[config.mk]
export PLATFORM = sky130hd
export DESIGN_NAME = uart_rx_fifo
export DESIGN_NICKNAME = d
export VERILOG_FILES = /design/src/rtl/uart_rx_fifo.sv
export SDC_FILE = /design/constraint.sdc
export NUM_CORES = 1
export LEC_CHECK = 0
export ABC_AREA = 1
export CAP_MARGIN = 30
export CORE_MARGIN = 4
export CORE_UTILIZATION = 40
export DETAILED_ROUTE_END_ITERATION = 6
export GPL_TIMING_DRIVEN = 0
export PLACE_DENSITY_LB_ADDON = 0.2
export SETUP_SLACK_MARGIN = 0.15
export SLEW_MARGIN = 20
export SYNTH_ARGS = -nofsm -noshare
export SYNTH_HDL_FRONTEND = slang
export SYNTH_SLANG_ARGS = --single-unit
[constraint.sdc]
create_clock -name clk -period 3 [get_ports clk]
set_input_delay 0.3 -clock clk [delete_from_list [all_inputs] [get_ports clk]]
set_output_delay 0.3 -clock clk [all_outputs]
set_load 0.03 [all_outputs]
[src/rtl/uart_rx_fifo.sv]
// uart_rx_fifo: runtime-configurable UART receiver (5-8 data bits, optional
// even/odd parity, 1 or 2 stop bits) feeding a first-word-fall-through FIFO
// of characters with per-character parity/frame error flags.
// Optional build macro: UART_RX_MAJORITY_EN -- when defined, every bit sample
// is the 2-of-3 majority of the last three cycles before the bit-centre tick.
module uart_rx_fifo #(
    parameter int FIFO_DEPTH = 8,
    parameter int PERIOD_W   = 16
) (
    input  logic                          clk,
    input  logic                          rstn,
    input  logic [PERIOD_W-1:0]           period,
    input  logic [1:0]                    cfg_bits,
    input  logic                          cfg_parity_en,
    input  logic                          cfg_parity_odd,
    input  logic                          cfg_stop2,
    input  logic                          rxd,
    input  logic                          rd_en,
    output logic                          rd_valid,
    output logic [7:0]                    rd_data,
    output logic                          rd_parity_err,
    output logic                          rd_frame_err,
    output logic [$clog2(FIFO_DEPTH):0]   fifo_count,
    output logic                          overrun,
    input  logic                          overrun_clear
);

    localparam int AW     = $clog2(FIFO_DEPTH);
    localparam int CW     = AW + 1;
    localparam int WORD_W = 10;

    localparam logic [PERIOD_W-1:0] CNT_ZERO  = {PERIOD_W{1'b0}};
    localparam logic [PERIOD_W-1:0] CNT_ONE   = {{(PERIOD_W-1){1'b0}}, 1'b1};
    localparam logic [AW-1:0]       PTR_ONE   = {{(AW-1){1'b0}}, 1'b1};
    localparam logic [CW-1:0]       CNT_W_ONE = {{(CW-1){1'b0}}, 1'b1};
    localparam logic [CW-1:0]       DEPTH_C   = CW'(FIFO_DEPTH);

    typedef enum logic [2:0] {
        ST_IDLE   = 3'd0,
        ST_START  = 3'd1,
        ST_DATA   = 3'd2,
        ST_PARITY = 3'd3,
        ST_STOP   = 3'd4,
        ST_HUNT   = 3'd5
    } state_t;

    // XOR-reduction of the received data byte (unused upper bits are zero).
    function automatic logic xor8(input logic [7:0] v);
        return ^v;
    endfunction

    // ------------------------------------------------------------------
    // Line synchroniser and frame-configuration latch
    // ------------------------------------------------------------------
    logic                rxd_meta_r;
    logic                rxd_sync_r;
    logic [PERIOD_W-1:0] period_l_r;
    logic [1:0]          bits_l_r;
    logic                par_en_l_r;
    logic                par_odd_l_r;
    logic                stop2_l_r;

    // Two-flop synchroniser; resets to the idle-high level so reset never
    // looks like a start edge.
    always_ff @(posedge clk) begin
        if (!rstn) begin
            rxd_meta_r <= 1'b1;
            rxd_sync_r <= 1'b1;
        end else begin
            rxd_meta_r <= rxd;
            rxd_sync_r <= rxd_meta_r;
        end
    end

    // ------------------------------------------------------------------
    // Receiver FSM and datapath
    // ------------------------------------------------------------------
    state_t              state_r;
    state_t              state_next_s;
    logic [PERIOD_W-1:0] cnt_r;
    logic [2:0]          idx_r;
    logic [7:0]          buf_r;
    logic                perr_r;
    logic                ferr_r;
    logic                stop_second_r;

    logic                counting_s;
    logic                tick_s;
    logic                sample_s;
    logic [2:0]          last_idx_s;
    logic                perr_calc_s;
    logic                ferr_final_s;
    logic                start_frame_s;
    logic                data_begin_s;
    logic                data_bit_s;
    logic                parity_bit_s;
    logic                stop_first_s;
    logic                push_s;
    logic [WORD_W-1:0]   push_word_s;

    assign counting_s   = (state_r != ST_IDLE) && (state_r != ST_HUNT);
    assign tick_s       = counting_s && (cnt_r == (period_l_r - CNT_ONE));
    assign last_idx_s   = {1'b0, bits_l_r} + 3'd4;
    assign perr_calc_s  = ((xor8(buf_r) ^ sample_s) != par_odd_l_r);
    assign ferr_final_s = ferr_r | ~sample_s;
    assign push_word_s  = {perr_r, ferr_final_s, buf_r};

`ifdef UART_RX_MAJORITY_EN
    localparam logic [PERIOD_W-1:0] CNT_TWO   = {{(PERIOD_W-2){1'b0}}, 2'b10};
    localparam logic [PERIOD_W-1:0] CNT_THREE = {{(PERIOD_W-2){1'b0}}, 2'b11};

    logic maj_a_r;
    logic maj_b_r;

    // 2-of-3 vote used to reject a single-cycle glitch at the bit centre.
    function automatic logic maj3(input logic a, input logic b, input logic c);
        return (a & b) | (a & c) | (b & c);
    endfunction

    // Capture the two early samples of each bit; the third is the tick cycle.
    always_ff @(posedge clk) begin
        if (!rstn) begin
            maj_a_r <= 1'b1;
            maj_b_r <= 1'b1;
        end else if (start_frame_s) begin
            maj_a_r <= 1'b0;
            maj_b_r <= 1'b0;
        end else if (counting_s && (cnt_r == (period_l_r - CNT_THREE))) begin
            maj_a_r <= rxd_sync_r;
        end else if (counting_s && (cnt_r == (period_l_r - CNT_TWO))) begin
            maj_b_r <= rxd_sync_r;
        end else begin
            maj_a_r <= maj_a_r;
            maj_b_r <= maj_b_r;
        end
    end

    assign sample_s = maj3(maj_a_r, maj_b_r, rxd_sync_r);
`else
    assign sample_s = rxd_sync_r;
`endif

    // FSM state register.
    always_ff @(posedge clk) begin
        if (!rstn) begin
            state_r <= ST_IDLE;
        end else begin
            state_r <= state_next_s;
        end
    end

    // FSM next-state and per-tick datapath strobes.
    always_comb begin
        state_next_s  = state_r;
        start_frame_s = 1'b0;
        data_begin_s  = 1'b0;
        data_bit_s    = 1'b0;
        parity_bit_s  = 1'b0;
        stop_first_s  = 1'b0;
        push_s        = 1'b0;
        case (state_r)
            ST_IDLE: begin
                if (!rxd_sync_r) begin
                    state_next_s  = ST_START;
                    start_frame_s = 1'b1;
                end else begin
                    state_next_s = ST_IDLE;
                end
            end
            ST_START: begin
                if (tick_s) begin
                    if (sample_s) begin
                        state_next_s = ST_IDLE;
                    end else begin
                        state_next_s = ST_DATA;
                        data_begin_s = 1'b1;
                    end
                end else begin
                    state_next_s = ST_START;
                end
            end
            ST_DATA: begin
                if (tick_s) begin
                    data_bit_s = 1'b1;
                    if (idx_r == last_idx_s) begin
                        state_next_s = par_en_l_r ? ST_PARITY : ST_STOP;
                    end else begin
                        state_next_s = ST_DATA;
                    end
                end else begin
                    state_next_s = ST_DATA;
                end
            end
            ST_PARITY: begin
                if (tick_s) begin
                    parity_bit_s = 1'b1;
                    state_next_s = ST_STOP;
                end else begin
                    state_next_s = ST_PARITY;
                end
            end
            ST_STOP: begin
                if (tick_s) begin
                    if (stop2_l_r && !stop_second_r) begin
                        stop_first_s = 1'b1;
                        state_next_s = ST_STOP;
                    end else begin
                        push_s       = 1'b1;
                        state_next_s = ferr_final_s ? ST_HUNT : ST_IDLE;
                    end
                end else begin
                    state_next_s = ST_STOP;
                end
            end
            ST_HUNT: begin
                if (rxd_sync_r) begin
                    state_next_s = ST_IDLE;
                end else begin
                    state_next_s = ST_HUNT;
                end
            end
            default: begin
                state_next_s = ST_IDLE;
            end
        endcase
    end

    // Baud counter: preloaded to half a period so ticks land at bit centres.
    always_ff @(posedge clk) begin
        if (!rstn) begin
            cnt_r <= CNT_ZERO;
        end else if (start_frame_s) begin
            cnt_r <= period >> 1;
        end else if (!counting_s) begin
            cnt_r <= cnt_r;
        end else if (tick_s) begin
            cnt_r <= CNT_ZERO;
        end else begin
            cnt_r <= cnt_r + CNT_ONE;
        end
    end

    // Latch the baud period and frame format at the start edge.
    always_ff @(posedge clk) begin
        if (!rstn) begin
            period_l_r  <= CNT_ZERO;
            bits_l_r    <= 2'd0;
            par_en_l_r  <= 1'b0;
            par_odd_l_r <= 1'b0;
            stop2_l_r   <= 1'b0;
        end else if (start_frame_s) begin
            period_l_r  <= period;
            bits_l_r    <= cfg_bits;
            par_en_l_r  <= cfg_parity_en;
            par_odd_l_r <= cfg_parity_odd;
            stop2_l_r   <= cfg_stop2;
        end else begin
            period_l_r  <= period_l_r;
            bits_l_r    <= bits_l_r;
            par_en_l_r  <= par_en_l_r;
            par_odd_l_r <= par_odd_l_r;
            stop2_l_r   <= stop2_l_r;
        end
    end

    // Character assembly: data shift-in, parity check, stop-bit error.
    always_ff @(posedge clk) begin
        if (!rstn) begin
            idx_r         <= 3'd0;
            buf_r         <= 8'd0;
            perr_r        <= 1'b0;
            ferr_r        <= 1'b0;
            stop_second_r <= 1'b0;
        end else if (data_begin_s) begin
            idx_r         <= 3'd0;
            buf_r         <= 8'd0;
            perr_r        <= 1'b0;
            ferr_r        <= 1'b0;
            stop_second_r <= 1'b0;
        end else if (data_bit_s) begin
            buf_r[idx_r]  <= sample_s;
            idx_r         <= idx_r + 3'd1;
        end else if (parity_bit_s) begin
            perr_r        <= perr_calc_s;
        end else if (stop_first_s) begin
            ferr_r        <= ferr_final_s;
            stop_second_r <= 1'b1;
        end else begin
            idx_r         <= idx_r;
        end
    end

    // ------------------------------------------------------------------
    // First-word-fall-through FIFO
    // ------------------------------------------------------------------
    logic [WORD_W-1:0] mem_r [FIFO_DEPTH];
    logic [AW-1:0]     wr_ptr_r;
    logic [AW-1:0]     rd_ptr_r;
    logic [CW-1:0]     count_r;
    logic              rd_valid_r;
    logic [WORD_W-1:0] head_r;
    logic              overrun_r;

    logic              full_s;
    logic              pop_s;
    logic              push_ok_s;
    logic              ovf_s;
    logic [CW-1:0]     count_next_s;
    logic [AW-1:0]     rd_ptr_next_s;
    logic [WORD_W-1:0] head_next_s;

    assign full_s    = (count_r == DEPTH_C);
    assign pop_s     = rd_en && rd_valid_r;
    assign push_ok_s = push_s && (!full_s || pop_s);
    assign ovf_s     = push_s && full_s && !pop_s;

    // Next occupancy, read pointer and head word, so the read outputs
    // can be registered while still falling through on the first push.
    always_comb begin
        count_next_s  = count_r;
        rd_ptr_next_s = rd_ptr_r;
        head_next_s   = {WORD_W{1'b0}};
        case ({push_ok_s, pop_s})
            2'b10:   count_next_s = count_r + CNT_W_ONE;
            2'b01:   count_next_s = count_r - CNT_W_ONE;
            default: count_next_s = count_r;
        endcase
        if (pop_s) begin
            rd_ptr_next_s = rd_ptr_r + PTR_ONE;
        end else begin
            rd_ptr_next_s = rd_ptr_r;
        end
        if (count_next_s == {CW{1'b0}}) begin
            head_next_s = {WORD_W{1'b0}};
        end else if (push_ok_s && (wr_ptr_r == rd_ptr_next_s)) begin
            head_next_s = push_word_s;
        end else begin
            head_next_s = mem_r[rd_ptr_next_s];
        end
    end

    // FIFO storage, pointers and registered read-side outputs.
    always_ff @(posedge clk) begin
        if (!rstn) begin
            for (int i = 0; i < FIFO_DEPTH; i++) begin
                mem_r[i] <= {WORD_W{1'b0}};
            end
            wr_ptr_r   <= {AW{1'b0}};
            rd_ptr_r   <= {AW{1'b0}};
            count_r    <= {CW{1'b0}};
            rd_valid_r <= 1'b0;
            head_r     <= {WORD_W{1'b0}};
        end else begin
            if (push_ok_s) begin
                mem_r[wr_ptr_r] <= push_word_s;
                wr_ptr_r        <= wr_ptr_r + PTR_ONE;
            end else begin
                wr_ptr_r        <= wr_ptr_r;
            end
            rd_ptr_r   <= rd_ptr_next_s;
            count_r    <= count_next_s;
            rd_valid_r <= (count_next_s != {CW{1'b0}});
            head_r     <= head_next_s;
        end
    end

    // Sticky overrun flag; a new overrun beats a simultaneous clear.
    always_ff @(posedge clk) begin
        if (!rstn) begin
            overrun_r <= 1'b0;
        end else if (ovf_s) begin
            overrun_r <= 1'b1;
        end else if (overrun_clear) begin
            overrun_r <= 1'b0;
        end else begin
            overrun_r <= overrun_r;
        end
    end

    assign rd_valid      = rd_valid_r;
    assign rd_data       = head_r[7:0];
    assign rd_frame_err  = head_r[8];
    assign rd_parity_err = head_r[9];
    assign fifo_count    = count_r;
    assign overrun       = overrun_r;

endmodule

==> impl_metrics.json <==
{
  "outcome": "finished with violations",
  "violations": "setup timing",
  "synth_top_area_share_pct": 29.9,
  "slowest_delay_ns": 0.36,
  "post-route-cell-area_sq_um": 10200,
  "leakagePower_nw": 3.80,
  "cts_buffers": 17,
  "setup_viol": 15,
  "yosysMostFrequentCell": "nor2_1",
  "clockBufferDepth": 2,
  "irDropWorstVdd_mv": 0.381,
  "skew_ns": 0.0126,
  "crit_path_start_kind": "register",
  "grt_pass1_vias": 6623,
  "die_w_um": 150,
  "first_pass_iters": 5,
  "drt_iter0_drc": 544,
  "ys_top_cells_by_area": "edfxtp_1, dfxtp_1, nor2_1",
  "cpMaxStageDelayCell": "dfxtp_2",
  "wl_per_cell_um": 16.4,
  "vias_per_cell": 5.13,
  "io_pins": 42,
  "syn_inst": 965,
  "hold_path_class": "in2reg",
  "ant_nets": 0,
  "cp-end-kind": "register",
  "synth_top_flop_cell": "edfxtp_1",
  "remaining_drc_errors": 0,
  "crit_top_cell": "nor2_4",
  "root_buffer": "clkbuf_16",
  "place_congestion": 0.880,
  "relSlewSlack_pct": 3.49,
  "dp.final_hpwl_um": 15000,
  "grt_max_degree": 17,
  "grt_pass1_wl_um": 34700,
  "yosys.area.top_type": "edfxtp_1",
  "yosys_warnings": 0,
  "max_cap_violations": 0,
  "io_buffers": 40,
  "yosysUniqueCellTypes": 47,
  "syn_nets": 999,
  "antenna_found_initial": 0,
  "start_util_pct": 41.0,
  "antenna_cells": 0,
  "min_period_ns": 3.16,
  "htree_levels": 4,
  "synth_common_cells": "nor2_1, nand2_1, inv_1",
  "rsz0062_at_grt": "yes",
  "synth_area_sq_um": 8020,
  "core.rowCount": 51,
  "ys_seq_elements": 158,
  "cts_tree": "yes",
  "pwr_density_cell_nw_per_um2": 626,
  "syn_to_final_growth_pct": 27.3,
  "nets": 1102,
  "fmax_ghz": 0.317,
  "die_h_um": 150,
  "dp_cells": 1270,
  "worstPathArrival_ns": 3.49,
  "hold_viol_final": 0,
  "grt_use_total_pct": 19.9,
  "core_sq_um": 19600,
  "required_ns": 3.33,
  "worstPathMaxFanout": 6,
  "synthArstFlopShare_pct": 0,
  "cts_sinks": 158,
  "synth_edf_count": 80,
  "yosysSeqAreaShare_pct": 49.4,
  "drive_above_1_share_pct": 20.9,
  "stdcell_count": 1346,
  "grt_overflow_total": 0,
  "fillers": 1868,
  "tightest_slew_ns": 1.45,
  "setup_ws_ns": -0.156,
  "drv_slew": 0,
  "crit_type": "reg2reg",
  "via_count": 6904,
  "clk_pin_slew_ns": 0.07,
  "routed_wl_um": 22000,
  "die-area_sq_um": 22400,
  "period_share_pct": 105,
  "clk_latency_ns": 0.43,
  "hold_buffers": 0,
  "tns_ns": -1.49,
  "syn_avg_cell_area_sq_um": 8.31,
  "postPlaceCellArea_sq_um": 8790
}
-- what timing repair did --
| action | CTS | global route |
|---|---|---|
| pin swaps | 20 | 25 |
| endpoints found under the setup margin | 92 | 186 |
| gates resized for setup | 49 | 93 |
| gates cloned | 7 | 1 |
| setup buffers | 30 | 6 |
-- layout by cell type, fill, tap and decap left out, types with 5 or more instances in the layout --
master           Yosys  layout
buf_6                5      15
nand2_8              0      11
nor2_1             166     134
o21ai_1              6       6
nor2_4               5      17
nand4_1             13      13
o21ai_0             73      73
clkbuf_1            28      26
nand3_1             45      38
buf_4                1      24
xnor2_1             15      15
a311oi_1             5       5
nand2_4              4       7
nor3_1               8       8
o22ai_1             18      18
o211ai_1            12      12
edfxtp_1            80      80
a31oi_1             17      17
nand3_2              1       7
dfxtp_1             78      72
inv_6                1       5
clkinvlp_4           0       5
or2_2                7       7
nand2_1            149     128
xor2_1              15      14
a21oi_1             32      30
ha_1                 7       5
inv_1               88      83
o221ai_1            10      10
buf_8                0       6
dfxtp_2              0       6
inv_2                3       6
clkbuf_16            0      17
clkdlybuf4s50_1      0      40
nor2_2              24      44
clkinv_1            11      11
nand2_2              8      22
-- final timing paths --
check / from / end / slack, ns / cells after the start
worst max-delay path: period_l_r[1] / head_r[8] / -0.16 / 28
worst min register to register: rxd_meta_r / rxd_sync_r / 0.43 / 1
worst max register to register: period_l_r[1] / head_r[8] / -0.16 / 28
worst min-delay path: rstn / fifo_count[3] / 0.23 / 3
-- power breakdown --
part / switching [mW] / internal, mW
combinational: 1.15 / 0.673
clock: 0.935 / 1.12
sequential: 0.0883 / 2.44
total: 2.17 / 4.22
-- registers in the layout, summed over array words and instances (netlist names), 2 cells and up --
name / cells
mem_r: 80
cnt_r: 16
period_l_r: 16
head_r: 10
buf_r: 8
fifo_count: 4
idx_r: 3
rd_ptr_r: 3
state_r: 3
wr_ptr_r: 3
bits_l_r: 2
-- kinds of logic (layout without fill, tap and decap cells) --
logic type | after synthesis | in the layout | synth area share, %
compound gates | 181 | 181 | 13.2
xor+xnor | 30 | 30 | 3.27
fa+ha+maj | 8 | 8 | 1.34
buf+inv | 145 | 254 | 7.47
flops | 158 | 158 | 49.4
simple gates | 443 | 450 | 25.3
-- worst max-delay path, delay by kind of cell, from the launching register on --
| family | cells | cell delay, ns |
|---|---|---|
| simple gates | 16 | 1.36 |
| buf+inv | 7 | 0.51 |
| compound gates | 3 | 0.44 |
| fa+ha+maj | 2 | 0.38 |
| flops | 1 | 0.36 |
-- stage by stage --
stage / hold WS, ns / util, % / power, mW / setup WS, ns
2_1_floorplan: 0.393 / - / 3.69 / 0.112
3_3_place_gp: 0.410 / 44.9 / 4.21 / -0.341
6_report: 0.235 / 52.1 / 6.40 / -0.156
4_1_cts: 0.218 / 50.0 / 6.33 / -0.123
3_5_place_dp: 0.417 / 44.9 / 4.22 / -0.367
5_1_grt: 0.235 / 52.1 / 6.73 / -0.391
-- layer usage --
layer | up-vias | track usage (%) | routed length [um] | part of all wire, %
li1 | 3455 | - | - | -
met1 | 3212 | 27.0 | 9810 | 45
met4 | 0 | 6.18 | 379 | 1.7
met2 | 201 | 32.1 | 10500 | 48
met5 | - | 0 | 0 | 0
met3 | 36 | 4.03 | 1370 | 6.2
-- cell type report --
| class | instances | area, sq um | share of cell area [%] |
|---|---|---|---|
| sequential | 158 | 3970 | 38.9 |
| clock inverter | 13 | 103 | 1.00 |
| multi-input combinational | 669 | 3950 | 38.7 |
| clock buffer | 19 | 453 | 4.43 |
| inverter | 103 | 397 | 3.88 |
| buffer | 42 | 263 | 2.57 |
| tap | 265 | 332 | 3.25 |
| timing repair buffer | 77 | 743 | 7.28 |
(Power assumes the default switching activity.)
